--- src/rtl/speed_round_ctrl.sv ---
// Speed-round sequencer: prep countdown, timed push window, settle, decide, counter clear.
// Latency: every output is registered and follows the state it belongs to, with no input-to-output path.
// Backpressure: none. A start arriving while busy (EXIT included) is dropped, not queued.
module speed_round_ctrl #(
    parameter int TICKS_PER_SEC = 50000000,
    parameter int PREP_SECS     = 3,
    parameter int ROUND_SECS    = 5
) (
    input  logic       clk,
    input  logic       rst,
    input  logic       start,
    input  logic       speed_right,
    input  logic       speed_tie,
    output logic       speedRound,
    output logic       speedExit,
    output logic       win_left,
    output logic       win_right,
    output logic       win_tie,
    output logic       busy,
    output logic [3:0] secs_left
);

    localparam int              TW         = $clog2(TICKS_PER_SEC);
    localparam logic [TW-1:0]   TICK_LAST  = TW'(TICKS_PER_SEC - 1);
    localparam logic [TW-1:0]   TICK_ONE   = TW'(1);
    localparam logic [3:0]      PREP_LOAD  = 4'(PREP_SECS);
    localparam logic [3:0]      ROUND_LOAD = 4'(ROUND_SECS);

    typedef enum logic [2:0] {
        IDLE   = 3'd0,
        PREP   = 3'd1,
        ROUND  = 3'd2,
        SETTLE = 3'd3,
        DECIDE = 3'd4,
        EXIT   = 3'd5
    } state_t;

    state_t        state;
    state_t        state_nxt;
    logic [TW-1:0] tick_cnt;
    logic [TW-1:0] tick_nxt;
    logic [3:0]    sec_cnt;
    logic [3:0]    sec_nxt;
    logic          tick_wrap;
    logic          last_sec;

    assign tick_wrap = (tick_cnt == TICK_LAST);
    assign last_sec  = (sec_cnt == 4'd1);

    always_comb begin
        state_nxt = state;
        tick_nxt  = tick_cnt;
        sec_nxt   = sec_cnt;
        case (state)
            IDLE: begin
                if (start) begin
                    state_nxt = PREP;
                    sec_nxt   = PREP_LOAD;
                    tick_nxt  = '0;
                end
            end
            PREP, ROUND: begin
                if (tick_wrap) begin
                    tick_nxt = '0;
                    // The final second hands over instead of decrementing, so sec_cnt never reaches 0 here.
                    if (last_sec) begin
                        if (state == PREP) begin
                            state_nxt = ROUND;
                            sec_nxt   = ROUND_LOAD;
                        end else begin
                            state_nxt = SETTLE;
                            sec_nxt   = 4'd0;
                        end
                    end else begin
                        sec_nxt = sec_cnt - 4'd1;
                    end
                end else begin
                    tick_nxt = tick_cnt + TICK_ONE;
                end
            end
            SETTLE: begin
                // tick_cnt doubles as the two-cycle settle timer for the counter's registered compare.
                if (tick_cnt != '0) begin
                    state_nxt = DECIDE;
                    tick_nxt  = '0;
                end else begin
                    tick_nxt = TICK_ONE;
                end
            end
            DECIDE:  state_nxt = EXIT;
            EXIT:    state_nxt = IDLE;
            default: begin
                state_nxt = IDLE;
                tick_nxt  = '0;
                sec_nxt   = 4'd0;
            end
        endcase
    end

    // Outputs are decoded from the next state so they line up exactly with the state they describe.
    always_ff @(posedge clk) begin
        if (!rst) begin
            state      <= IDLE;
            tick_cnt   <= '0;
            sec_cnt    <= 4'd0;
            speedRound <= 1'b0;
            speedExit  <= 1'b0;
            win_left   <= 1'b0;
            win_right  <= 1'b0;
            win_tie    <= 1'b0;
            busy       <= 1'b0;
            secs_left  <= 4'd0;
        end else begin
            state      <= state_nxt;
            tick_cnt   <= tick_nxt;
            sec_cnt    <= sec_nxt;
            speedRound <= (state_nxt == ROUND);
            speedExit  <= (state_nxt == EXIT);
            busy       <= (state_nxt != IDLE);
            secs_left  <= ((state_nxt == PREP) || (state_nxt == ROUND)) ? sec_nxt : 4'd0;
            win_tie    <= (state_nxt == DECIDE) && speed_tie;
            win_right  <= (state_nxt == DECIDE) && !speed_tie && speed_right;
            win_left   <= (state_nxt == DECIDE) && !speed_tie && !speed_right;
        end
    end

endmodule
--- config.mk ---
export PLATFORM = sky130hd
export DESIGN_NAME = speed_round_ctrl
export DESIGN_NICKNAME = d
export VERILOG_FILES = /design/src/rtl/speed_round_ctrl.sv
export SDC_FILE = /design/constraint.sdc
export NUM_CORES = 1
export LEC_CHECK = 0
export CORE_MARGIN = 2
export CORE_UTILIZATION = 55
export CTS_CLUSTER_DIAMETER = 120
export DETAILED_ROUTE_END_ITERATION = 8
export PLACE_DENSITY = 0.86
export SLEW_MARGIN = 5
export SYNTH_ARGS = -nofsm -noshare
export SYNTH_HDL_FRONTEND = slang
export SYNTH_SLANG_ARGS = --single-unit
--- constraint.sdc ---
create_clock -name clk -period 6 [get_ports clk]
set_input_delay 1.8 -clock clk [delete_from_list [all_inputs] [get_ports clk]]
set_output_delay 1.8 -clock clk [all_outputs]
set_load 0.05 [all_outputs]
After elaboration in Yosys (flattened, before gate mapping). Cells that the tools add are included.

Register bits after elaboration: 43. Output and inout bits: 10.

$add $sub $neg: 2. Eq/ne operators: 12. Muxes and demuxes: 15. Bitwise operators: 1. Reduce and logical (&&, ||, !) cells: 15.

Operator list (number): one-hot mux 26 bit (4 select lines) (1); 2-to-1 mux 26 bit (2); adder 26 x 1 -> 26 bit (second input constant) (1); equality test 26 bit (second input constant) (1); nonzero test 26 bit (1); 2-to-1 mux 3 bit (5); equality test 3 bit (second input constant) (4); 2-to-1 mux 4 bit (3); one-hot mux 3 bit (4 select lines) (1); one-hot mux 4 bit (3 select lines) (1); equality test 3 x 2 -> 1 bit (second input constant) (3); equality test 3 x 1 -> 1 bit (second input constant) (2); equality test 4 x 1 -> 1 bit (second input constant) (1); logical AND 1 bit (4); AND reduction 2 bit (2); OR reduction 2 bit (2); subtractor 4 x 1 -> 4 bit (second input constant) (1); zero test 3 bit (1); nonzero test 3 bit (1); OR reduction 3 bit (1); zero test 1 bit (2); 2-to-1 mux 1 bit (2); inequality test 2 bit (second input constant) (1); logical OR 1 bit (1); NOT 1 bit (1).

Longest topological paths before layout. Gate-level depths: netlist of the first run.

Depth after elaboration: 8. Depth in mapped cells: 9. Depth with buffers taken out: 8.

Worst setup path before layout of the first run. OpenSTA, ideal clock, no wires.

Kind: input -> register. Start: input port start. End: register tick_cnt[22]. Library setup time: 0.117 ns. Data arrival time: 3.036 ns. Required time: 5.883 ns. Path slack: 2.847 ns. Cell stages on the path: 7. Buffers on the path: 0. Cell sequence: o21ba_2 > nor2_1 > nor4_1 > nor2b_1 > nand4_1 > xor2_1 > nor2_1.

Longest elaborated chain between the ends: 2.

RTL lines: start, declared (line 11) `input logic start,`; inequality test 2 bit (no line); AND reduction 2 bit (no line); end signal, assigned (line 115) `tick_cnt <= tick_nxt;`; end, declared (line 40) `logic [TW-1:0] tick_cnt;`.

No other way between the ends. A chain may end at the register's enable or synchronous reset.

Worst setup path after layout of the first run. Same ends and word-level chain as after synthesis.

==> results of run 1 <==
-- cell type report --
type | instances | share of cell area [%]
Clock buffer | 7 | 3.804
Clock inverter | 1 | 0.2964
Inverter | 11 | 1.630
Multi-Input combinational cell | 202 | 51.98
Sequential cell | 43 | 33.99
Tap cell | 50 | 2.470
Timing Repair Buffer | 15 | 5.830
-- routing by layer --
layer / part of all wire, % / GRT usage (%) / vias up
met5: 0 / 0 / -
met4: 2.2 / 11.50 / 0
met3: 5.3 / 3.783 / 11
met2: 46 / 34.83 / 65
met1: 47 / 30.08 / 868
li1: - / - / 956
-- worst max-delay path: stages --
cell and delay [ps]:
clkdlybuf4s50_1 510, o21ba_2 160, nor2_1 90, nor4_1 640, nor2b_1 310, nand4_1 140
xor2_1 140, nor2_1 50
-- final timing paths --
kind | depth (start not counted) | endpoint | slack [ps]
max reg2reg | 7 | tick_cnt[3]$_SDFFE_PN0P_ | 3340
min reg2reg | 2 | tick_cnt[22]$_SDFFE_PN0P_ | 550
max | 8 | tick_cnt[22]$_SDFFE_PN0P_ | 2300
min | 2 | tick_cnt[22]$_SDFFE_PN0P_ | 550
-- report_power, final --
group | switching, mW | leakage (nW) | total [mW] | internal, mW
sequential | 0.00495 | 0.348 | 0.294 | 0.289
clock | 0.0953 | 0.0505 | 0.200 | 0.105
combinational | 0.0322 | 0.539 | 0.0522 | 0.0200
-- registers in the layout (all words and copies together), names as in the netlist --
name        count
speedRound      1
sec_cnt         4
win_tie         1
win_left        1
win_right       1
state           3
tick_cnt       26
speedExit       1
secs_left       4
busy            1
-- stage by stage --
step	power, mW	setup WS (ps)	cells	area (um2)	hold slack [ps]
after global placement	0.3508	2105	321	2429	531.3
after detailed placement	0.3520	2058	321	2429	533.9
after floorplan	0.3396	2847	265	2265	494.5
after CTS	0.5500	2293	329	2532	553.0
after global routing	0.5673	2157	329	2532	600.4
final	0.5462	2298	329	2532	547.1
-- cell usage in the layout, fill, tap and decap left out, drive strengths merged, types with 3 or more instances in the layout --
cell           Yosys  routed
xnor2              7       7
nor2b              6       6
clkbuf             3       7
nor2              49      49
o31ai              4       4
inv               11      11
nand4              9       9
nor3               7       7
xor2              17      17
and3               7       7
and2               8       8
nand3             13      13
clkdlybuf4s50      0      14
dfxtp             43      43
ha                 4       4
a21oi              9       9
nand2             16      16
nor4              11      11
o21ai              8       8
or2                3       3
a31oi              3       3
-- cells by family (layout without fill, tap and decap cells) --
family	count (synthesis)	in the layout	share of synthesized area (%)
and+or+nand+nor	136	136	33.76
DFF	43	43	38.01
AOI/OAI and AO/OA	35	35	11.33
xor gates and xnor gates	24	24	9.282
buffers and inverters	20	34	3.867
adders and majority gates	4	4	2.210
muxes	3	3	1.547
==> metrics.md, run 1 <==
| Metric | Value |
|---|---|
| Rows | `23` |
| Post-CTS Resized | `0` |
| Inserted Diodes | `0` |
| Ys async rst share | `0%` |
| I/O pins | `15` |
| Clock Path Buffers | `2` |
| Layout Skew | `4.009 ps` |
| Initial Util | `a little under three fifths` |
| Wirelength per Cell | `14.16 um` |
| Worst EP arrival | `around 3900 ps` |
| Ys flop type | `dfxtp_1` |
| PwrDens | `215.7 mW/mm2` |
| Cell with the most instances after synthesis | `nor2_1` |
| Gr usage total | `22.49%` |
| Core Area | `0.003971 mm2` |
| Cell accounting for the most synthesized area | `dfxtp_1` |
| Fin crit period | `3702 ps` |
| Commonest cells in the netlist | `nor2_1 (49), dfxtp_1 (43), xor2_1 (17), nand2_1 (16), nand3_1 (13)` |
| CP endpoint kind | `register` |
| Post-synthesis net count | `274` |
| Worst Hold Launch | `tick_cnt[22]$_SDFFE_PN0P_` |
| Final Core Density | `between 60% and 70%` |
| Die width | `68.17 um` |
| Sequential cell area | `860.8 um2` |
| Synth cell types | `49` |
| Post-CTS setup buffers | `0` |
| Clock transition at the registers of the reported paths | `80 ps` |
| Lkg Pwr | `about 0.94 nW` |
| Maximum VDD drop | `~0.00017 V` |
| RR Startpoint | `tick_cnt[20]$_SDFFE_PN0P_` |
| Clk_lat worst skew | `290 ps` |
| Final hold vios | `0` |
| Post-synthesis sequential area ratio | `between 30% and 40%` |
| Hold Path Class | `reg2reg` |
| Startpoint types | `input port` |
| Pin count of the biggest net entering global routing | `21` |
| Gp weighted congestion | `0.9156` |
| Slew headroom | `44.47%` |
| Post-Syn Instances | `265` |
| Clk sinks | `43` |
| Router iterations before antenna repair | `4` |
| CP max FO | `5` |
| Fmax achieved | `270.1 MHz` |
| Max-cap viol count | `0` |
| CTS root buf | `clkbuf_8` |
| Top cells by area, synth | `dfxtp_1 (38%), nor2_1 (8.1%), xor2_1 (6.6%), nand3_1 (2.9%), xnor2_1 (2.7%)` |
| CTS tree | `yes` |
| Syn Area/Cell | `8.546 um2` |
| EDFF count, synth | `0` |
| Vias in the first global route | `1776` |
| Yosys reg bits | `43` |
| Slew Limit Fails | `0` |
| Mapped Area | `around 0.0023 mm2` |
| H-tree Lvls | `2` |
| Crit Path Category | `in2reg` |
| Vias | `1900` |
| Slew @ Worst Pin | `827.4 ps` |
| Total gr overflow | `0` |
| Area growth from synthesis to layout | `11.82%` |
| Layout Nets | `287` |
| Total CTS buffers | `5` |
| DRC Markers | `0` |
| Die H | `68.17 um` |
| RSZ-0062 raised after global routing | `no` |
| Hold_buf cts | `0` |
| CP Data Required Time | `6150 ps` |
| Post-DR vias/cell | `roughly 5.8` |
| FILL cells | `327` |
| Setup Viol. Count Final | `0` |
| DP Wirelength | `3.249 mm` |
| Synth warn | `0` |
| Initial antenna violation count | `0` |
| First-pass GRT wire length | `7.893 mm` |
| Layout cell share with drive strength beyond 1 | `between 8 and 9%` |
| Fin Setup TNS | `0 ps` |
| Routed Antenna Nets | `0` |
| Port bufs | `14` |
| Final worst path period share | `61.70%` |
| DR iter-0 viols | `212` |
| Multi-input logic area | `roughly 0.0013 mm2` |
| Crit path from | `start` |
| WL final | `4.659 mm` |
| Synth top area share | `38.01%` |
| Run status | `complete, no violations` |
| Total die area | `0.004647 mm2` |
Note: power is estimated with default switching activity, not from simulation.
==> inputs of run 2 (changes only) <==
--- a/config.mk
+++ b/config.mk
@@ -6,10 +6,10 @@
 export NUM_CORES = 1
 export LEC_CHECK = 0
 export CORE_MARGIN = 2
-export CORE_UTILIZATION = 55
+export CORE_UTILIZATION = 53
 export CTS_CLUSTER_DIAMETER = 120
 export DETAILED_ROUTE_END_ITERATION = 8
-export PLACE_DENSITY = 0.86
+export PLACE_DENSITY = 0.87
 export SLEW_MARGIN = 5
 export SYNTH_ARGS = -nofsm -noshare
 export SYNTH_HDL_FRONTEND = slang
==> constraint.sdc (replaced) <==
create_clock -name clk -period 3.1 [get_ports clk]
set_input_delay 0.93 -clock clk [delete_from_list [all_inputs] [get_ports clk]]
set_output_delay 0.93 -clock clk [all_outputs]
set_load 0.05 [all_outputs]
==> metrics.md, run 2 (synthesized netlist as in run 1, its figures left out) <==
| Metric | Value |
|---|---|
| Final hold vios | `0 (unchanged)` |
| Vias | `1921 (+1.1%)` |
| Cell Int Power | `920.1 uW (+120%)` |
| Commonest non-fill, non-tap cell in the layout | `nor2_1` |
| Lkg Pwr | `0.9668 nW (+3.2%)` |
| Core Area | `0.004058 mm2 (+2.2%)` |
| Hold path cells | `2 (unchanged)` |
| RSZ-0062 raised after global routing | `no` |
| Startpoint types | `input port` |
| Net Sw Frac | `22.77% (-1.5 points)` |
| Wirelength per Cell | `14.43 um (+1.9%)` |
| Slowest-stage cell, CP | `clkdlybuf4s50_1` |
| Number of flip-flops under the largest register name | `26 (unchanged)` |
| DR iter-0 viols | `137 (-35%)` |
| Total CTS buffers | `5 (unchanged)` |
| Run status | `complete, no violations` |
| Inserted Diodes | `0 (unchanged)` |
| Port bufs | `14 (unchanged)` |
| CTS root buf | `clkbuf_8` |
| Reg-to-Reg End | `secs_left[3]$_SDFF_PN0_` |
| Top reg by flops | `tick_cnt` |
| Worst EP arrival | `2840 ps (-1010 ps)` |
| Clock Path Buffers | `2 (unchanged)` |
| R2R depth | `6 (-1)` |
| Worst Hold Launch | `tick_cnt[22]$_SDFFE_PN0P_` |
| CP Data Required Time | `3290 ps (-2860 ps)` |
| First-pass GRT wire length | `8.300 mm (+5.2%)` |
| WHS Endpoint | `tick_cnt[22]$_SDFFE_PN0P_` |
| Net Sw Power | `271.3 uW (+100%)` |
| Fin Setup TNS | `0 ps (unchanged)` |
| DRC Markers | `0 (unchanged)` |
| Setup Viol. Count Final | `0 (unchanged)` |
| Most frequent cells in the layout | `nor2_1 (49), dfxtp_1 (43), xor2_1 (17), nand2_1 (16), clkdlybuf4s50_1 (14)` |
| Gp weighted congestion | `0.9068 (-0.96%)` |
| Initial Util | `55.81% (-1.2 points)` |
| Clk pwr share | `43.7% (+7.1 points)` |
| Total die area | `0.004812 mm2 (+3.5%)` |
| Router iterations before antenna repair | `4 (unchanged)` |
| Total gr overflow | `0 (unchanged)` |
| Post-DR vias/cell | `5.786 (+0.19%)` |
| Clk sinks | `43 (unchanged)` |
| CP endpoint kind | `register` |
| Slew @ Worst Pin | `707.2 ps (-120.1 ps)` |
| Slew headroom | `52.42% (+7.9 points)` |
| Crit path cell chain | `clkdlybuf4s50_1, o21ba_2, o2111a_1, nand4_1, nor4_2, nand4_1, xor2_1, nor2_1` |
| PwrDens | `460.5 mW/mm2 (+110%)` |
| I/O pins | `15 (unchanged)` |
| Pin count of the biggest net entering global routing | `26 (+24%)` |
| Finished layout cell area | `0.002587 mm2 (+2.2%)` |
| Layout cell share with drive strength beyond 1 | `9.574% (+0.97 points)` |
| Power Total | `1.191 mW (+120%)` |
| Reg power frac | `47.8% (-6.0 points)` |
| Die width | `69.37 um (+1.8%)` |
| Combinational share of power | `8.6% (-1.0 points)` |
| RR Startpoint | `tick_cnt[19]$_SDFFE_PN0P_` |
| Vias in the first global route | `1846 (+3.9%)` |
| CTS tree | `yes` |
| Critical path's most frequent cell | `nand4_1` |
| Gr usage total | `21.28% (-1.2 points)` |
| Final worst path period share | `85.55%` |
| Crit Path Category | `in2reg` |
| H-tree Lvls | `2 (unchanged)` |
| Initial antenna violation count | `0 (unchanged)` |
| Clock transition at the registers of the reported paths | `80 ps (about the same)` |
| Rows | `23 (unchanged)` |
| Routed Antenna Nets | `0 (unchanged)` |
| Layout Nets | `290 (+1.0%)` |
| Slew Limit Fails | `0 (unchanged)` |
| Hold_buf cts | `0 (unchanged)` |
| Area growth from synthesis to layout | `14.25%` |
| Maximum VDD drop | `0.0002952 V (+73%)` |
| Layout Skew | `6.192 ps (+2.183 ps)` |
| Fin crit period | `around 2700 ps` |
| Die H | `69.37 um (+1.8%)` |
| WL final | `4.792 mm (+2.9%)` |
| Worst R2R Setup Slack | `650 ps (-2690 ps)` |
| Fmax achieved | `377.1 MHz` |
| DP Wirelength | `3.411 mm (+5.0%)` |
| Post-CTS Resized | `0 (unchanged)` |
| Top delay family on crit path | `simple AND/OR/NAND/NOR gates` |
| Placed Area | `0.002451 mm2 (+0.93%)` |
| Max-cap viol count | `0 (unchanged)` |
| Clk_lat worst skew | `300 ps (about the same)` |
| CP max FO | `4 (-1)` |
| Crit path from | `start` |
| Post-CTS setup buffers | `0 (unchanged)` |
| Hold Path Class | `reg2reg` |
| Critical Path Max Stage Delay | `510 ps (-130 ps)` |
| CP bufs+invs | `1 (unchanged)` |
| Top Registers | `tick_cnt (26), sec_cnt (4), secs_left (4)` |
## run 2: cell types whose count changed in the layout (fill, tap and decap cells not counted), sizes merged
cell and change:
bufinv +2, buf +3, clkbuf -2
## run 2: power groups by stage
stage / clock [mW] / sequential (mW) / combinational, mW
2_1_floorplan: 0 / 0.588 / 0.0697
3_3_place_gp: 0 / 0.582 / 0.0983
3_5_place_dp: 0 / 0.582 / 0.101
4_1_cts: 0.526 / 0.569 / 0.102
5_1_grt: 0.551 / 0.571 / 0.112
6_report: 0.520 / 0.569 / 0.102
## run 2: worst min-delay path, stage by stage, from the launching register on
cell,delay (ps)
dfxtp_1,370
xor2_1,80
nor2_1,80
## run 2: through the flow
step           hold slack, ps  util (%)  std cells  setup slack, ps
2_1_floorplan           494.5         -        265            816.9
3_3_place_gp            519.4     60.41        324            211.4
3_5_place_dp            543.9     60.41        324            141.7
4_1_cts                 567.1     63.77        332            454.6
5_1_grt                 594.1     63.77        332            277.6
6_report                557.7     63.77        332            448.1
## run 2: layer usage
metal	part of all wire [%]	up-vias	global-route usage (%)
met5	0	-	0
met4	2.1	0	8.715
met3	5.3	17	5.233
met2	47	66	33.55
met1	46	886	27.94
li1	-	952	-
## run 2: layout make-up
class	instances	area, um2
Multi-Input combinational cell	202	1316
Inverter	11	41.29
Fill cell	319	1470
Tap cell	50	62.56
Clock buffer	5	68.82
Clock inverter	3	67.56
Timing Repair Buffer	18	170.2
Sequential cell	43	860.8
## run 2: worst max-delay path by stage
| stage | cells after the start | to |
|---|---|---|
| 5_1_grt | 8 | tick_cnt[25]$_SDFFE_PN0P_ |
| 3_5_place_dp | 8 | tick_cnt[25]$_SDFFE_PN0P_ |
| 4_1_cts | 8 | tick_cnt[25]$_SDFFE_PN0P_ |
| 6_report | 8 | tick_cnt[25]$_SDFFE_PN0P_ |
| 2_1_floorplan | 7 | tick_cnt[22]$_SDFFE_PN0P_ |
| 3_3_place_gp | 8 | tick_cnt[25]$_SDFFE_PN0P_ |
==> inputs of run 3 (changes only) <==
--- a/config.mk
+++ b/config.mk
@@ -5,11 +5,10 @@
 export SDC_FILE = /design/constraint.sdc
 export NUM_CORES = 1
 export LEC_CHECK = 0
-export CORE_MARGIN = 2
-export CORE_UTILIZATION = 53
+export CORE_UTILIZATION = 55
 export CTS_CLUSTER_DIAMETER = 120
 export DETAILED_ROUTE_END_ITERATION = 8
-export PLACE_DENSITY = 0.87
+export PLACE_DENSITY = 0.86
 export SLEW_MARGIN = 5
 export SYNTH_ARGS = -nofsm -noshare
 export SYNTH_HDL_FRONTEND = slang
==> constraint.sdc (replaced) <==
create_clock -name clk -period 3.2 [get_ports clk]
set_input_delay 0.96 -clock clk [delete_from_list [all_inputs] [get_ports clk]]
set_output_delay 0.96 -clock clk [all_outputs]
set_load 0.05 [all_outputs]
==> metrics.md, run 3 (synthesized netlist as in run 1, its figures left out) <==
| Metric | Value |
|---|---|
| Top reg by flops | `tick_cnt` |
| Sequential cell area | `860.8 um2 (unchanged)` |
| Worst Hold Launch | `tick_cnt[22]$_SDFFE_PN0P_` |
| Die H | `66.17 um (-4.6%)` |
| Slew @ Worst Pin | `728.6 ps (+21.34 ps)` |
| Rows | `22 (-4.3%)` |
| Crit path from | `start` |
| Max-cap viol count | `0 (unchanged)` |
| PwrDens | `419.9 mW/mm2 (-8.8%)` |
| Startpoint types | `input port` |
| Fin crit period | `2672 ps` |
| Pre-CTS setup slack | `236.2 ps (+94.48 ps)` |
| Port bufs | `14 (unchanged)` |
| First-pass GRT wire length | `7.976 mm (-3.9%)` |
| CP max FO | `4 (unchanged)` |
| Multi-input logic area | `0.001316 mm2 (unchanged)` |
| Core Area | `0.003799 mm2 (-6.4%)` |
| Slew Limit Fails | `0 (unchanged)` |
| R2R depth | `7 (+1)` |
| Worst EP arrival | `2900 ps (+60 ps)` |
| Clock transition at the registers of the reported paths | `70 ps (about the same)` |
| Initial Util | `59.62% (+3.8 points)` |
| Vias in the first global route | `1749 (-5.3%)` |
| Hold Path Class | `reg2reg` |
| Fmax achieved | `374.3 MHz` |
| Worst setup margin | `528.5 ps (+80.36 ps)` |
| Clk sinks | `43 (unchanged)` |
| Vias | `1902 (-0.99%)` |
| Clk_lat worst skew | `290 ps (about the same)` |
| Layout cell share with drive strength beyond 1 | `9.894% (+0.32 points)` |
| Wirelength per Cell | `13.89 um (-3.7%)` |
| Final worst path period share | `a little over four fifths` |
| CP Data Required Time | `3430 ps (+140 ps)` |
| Crit Path Category | `in2reg` |
| DP Wirelength | `3.332 mm (-2.3%)` |
| CP endpoint kind | `register` |
| RR Startpoint | `tick_cnt[20]$_SDFFE_PN0P_` |
| Layout Skew | `7.010 ps (+0.8177 ps)` |
| Run status | `complete, no violations` |
| Pin count of the biggest net entering global routing | `21 (-19%)` |
| Total die area | `0.004378 mm2 (-9.0%)` |
| Maximum VDD drop | `0.0003335 V (+13%)` |
| Inserted Diodes | `0 (unchanged)` |
| Min Hold Slack | `544.3 ps (-13.43 ps)` |
| WL final | `4.599 mm (-4.0%)` |
| RSZ-0062 raised after global routing | `no` |
| Setup Viol. Count Final | `0 (unchanged)` |
| Clock Path Buffers | `2 (unchanged)` |
| Commonest non-fill, non-tap cell in the layout | `nor2_1` |
| Gp weighted congestion | `0.8629 (-4.8%)` |
| Slew headroom | `50.98% (-1.4 points)` |
| Gr usage total | `23.78% (+2.5 points)` |
| Post-CTS Resized | `0 (unchanged)` |
| Hold_buf cts | `0 (unchanged)` |
| FILL cells | `310 (-2.8%)` |
| Total gr overflow | `0 (unchanged)` |
| Initial antenna violation count | `0 (unchanged)` |
| Fin Setup TNS | `0 ps (unchanged)` |
| Lkg Pwr | `0.9681 nW (+0.14%)` |
| Total CTS buffers | `5 (unchanged)` |
| Router iterations before antenna repair | `4 (unchanged)` |
| Post-DR vias/cell | `5.746 (-0.69%)` |
| CTS root buf | `clkbuf_8` |
| Area growth from synthesis to layout | `13.65%` |
| CTS tree | `yes` |
| H-tree Lvls | `2 (unchanged)` |
| Power Total | `1.081 mW (-9.3%)` |
| Layout Nets | `291 (+0.34%)` |
| Number of flip-flops under the largest register name | `26 (unchanged)` |
| Die width | `66.17 um (-4.6%)` |
| Final Core Density | `67.75% (+4.0 points)` |
| DRC Markers | `0 (unchanged)` |
| Hold path cells | `2 (unchanged)` |
| Post-CTS setup buffers | `0 (unchanged)` |
| Top Registers | `tick_cnt (26), sec_cnt (4), secs_left (4)` |
| DR iter-0 viols | `125 (-8.8%)` |
| Routed Antenna Nets | `0 (unchanged)` |
| Most frequent cells in the layout | `nor2_1 (49), dfxtp_1 (43), xor2_1 (17), nand2_1 (16), clkdlybuf4s50_1 (14)` |
| I/O pins | `15 (unchanged)` |
| Final hold vios | `0 (unchanged)` |
run 3: per-stage QoR:
| stage | cells | cell area (um2) |
|---|---|---|
| floorplan | 265 | 2265 |
| global placement | 323 | 2456 |
| detailed placement | 323 | 2456 |
| CTS | 331 | 2574 |
| global route | 331 | 2574 |
| finish | 331 | 2574 |
run 3: area by class of cell:
cell class / instances / share of cell area (%)
Clock buffer: 6 / 3.209
Inverter: 11 / 1.604
Timing Repair Buffer: 19 / 6.903
Multi-Input combinational cell: 202 / 51.14
Sequential cell: 43 / 33.45
Clock inverter: 2 / 1.361
Tap cell: 48 / 2.333
run 3: metal layers:
layer	part of all wire [%]	wire length [um]	GRT usage, %
met1	49	2260	33.69
met2	46	2097	36.73
met3	4.0	184	3.621
met4	1.2	57	7.713
met5	0	0	0
run 3: final timing paths:
kind | end | slack [ps]
worst max register to register | secs_left[3]$_SDFF_PN0_ | 730
worst max-delay path | tick_cnt[25]$_SDFFE_PN0P_ | 530
worst min-delay path | tick_cnt[22]$_SDFFE_PN0P_ | 540
worst min register to register | tick_cnt[22]$_SDFFE_PN0P_ | 540
run 3: worst max-delay path: stages:
cell,delay (ps)
clkdlybuf4s50_1,510
o21ba_2,160
o2111a_1,230
nand4_1,160
nor4_2,460
nand4_1,170
xor2_1,160
nor2_1,90
run 3: power by group:
group	switching, mW	total, mW	leakage (nW)	internal, mW
Clock	0.177	0.429	0.0612	0.252
Sequential	0.00948	0.552	0.348	0.542
Combinational	0.0608	0.100	0.559	0.0393
Total	0.247	1.08	0.968	0.834
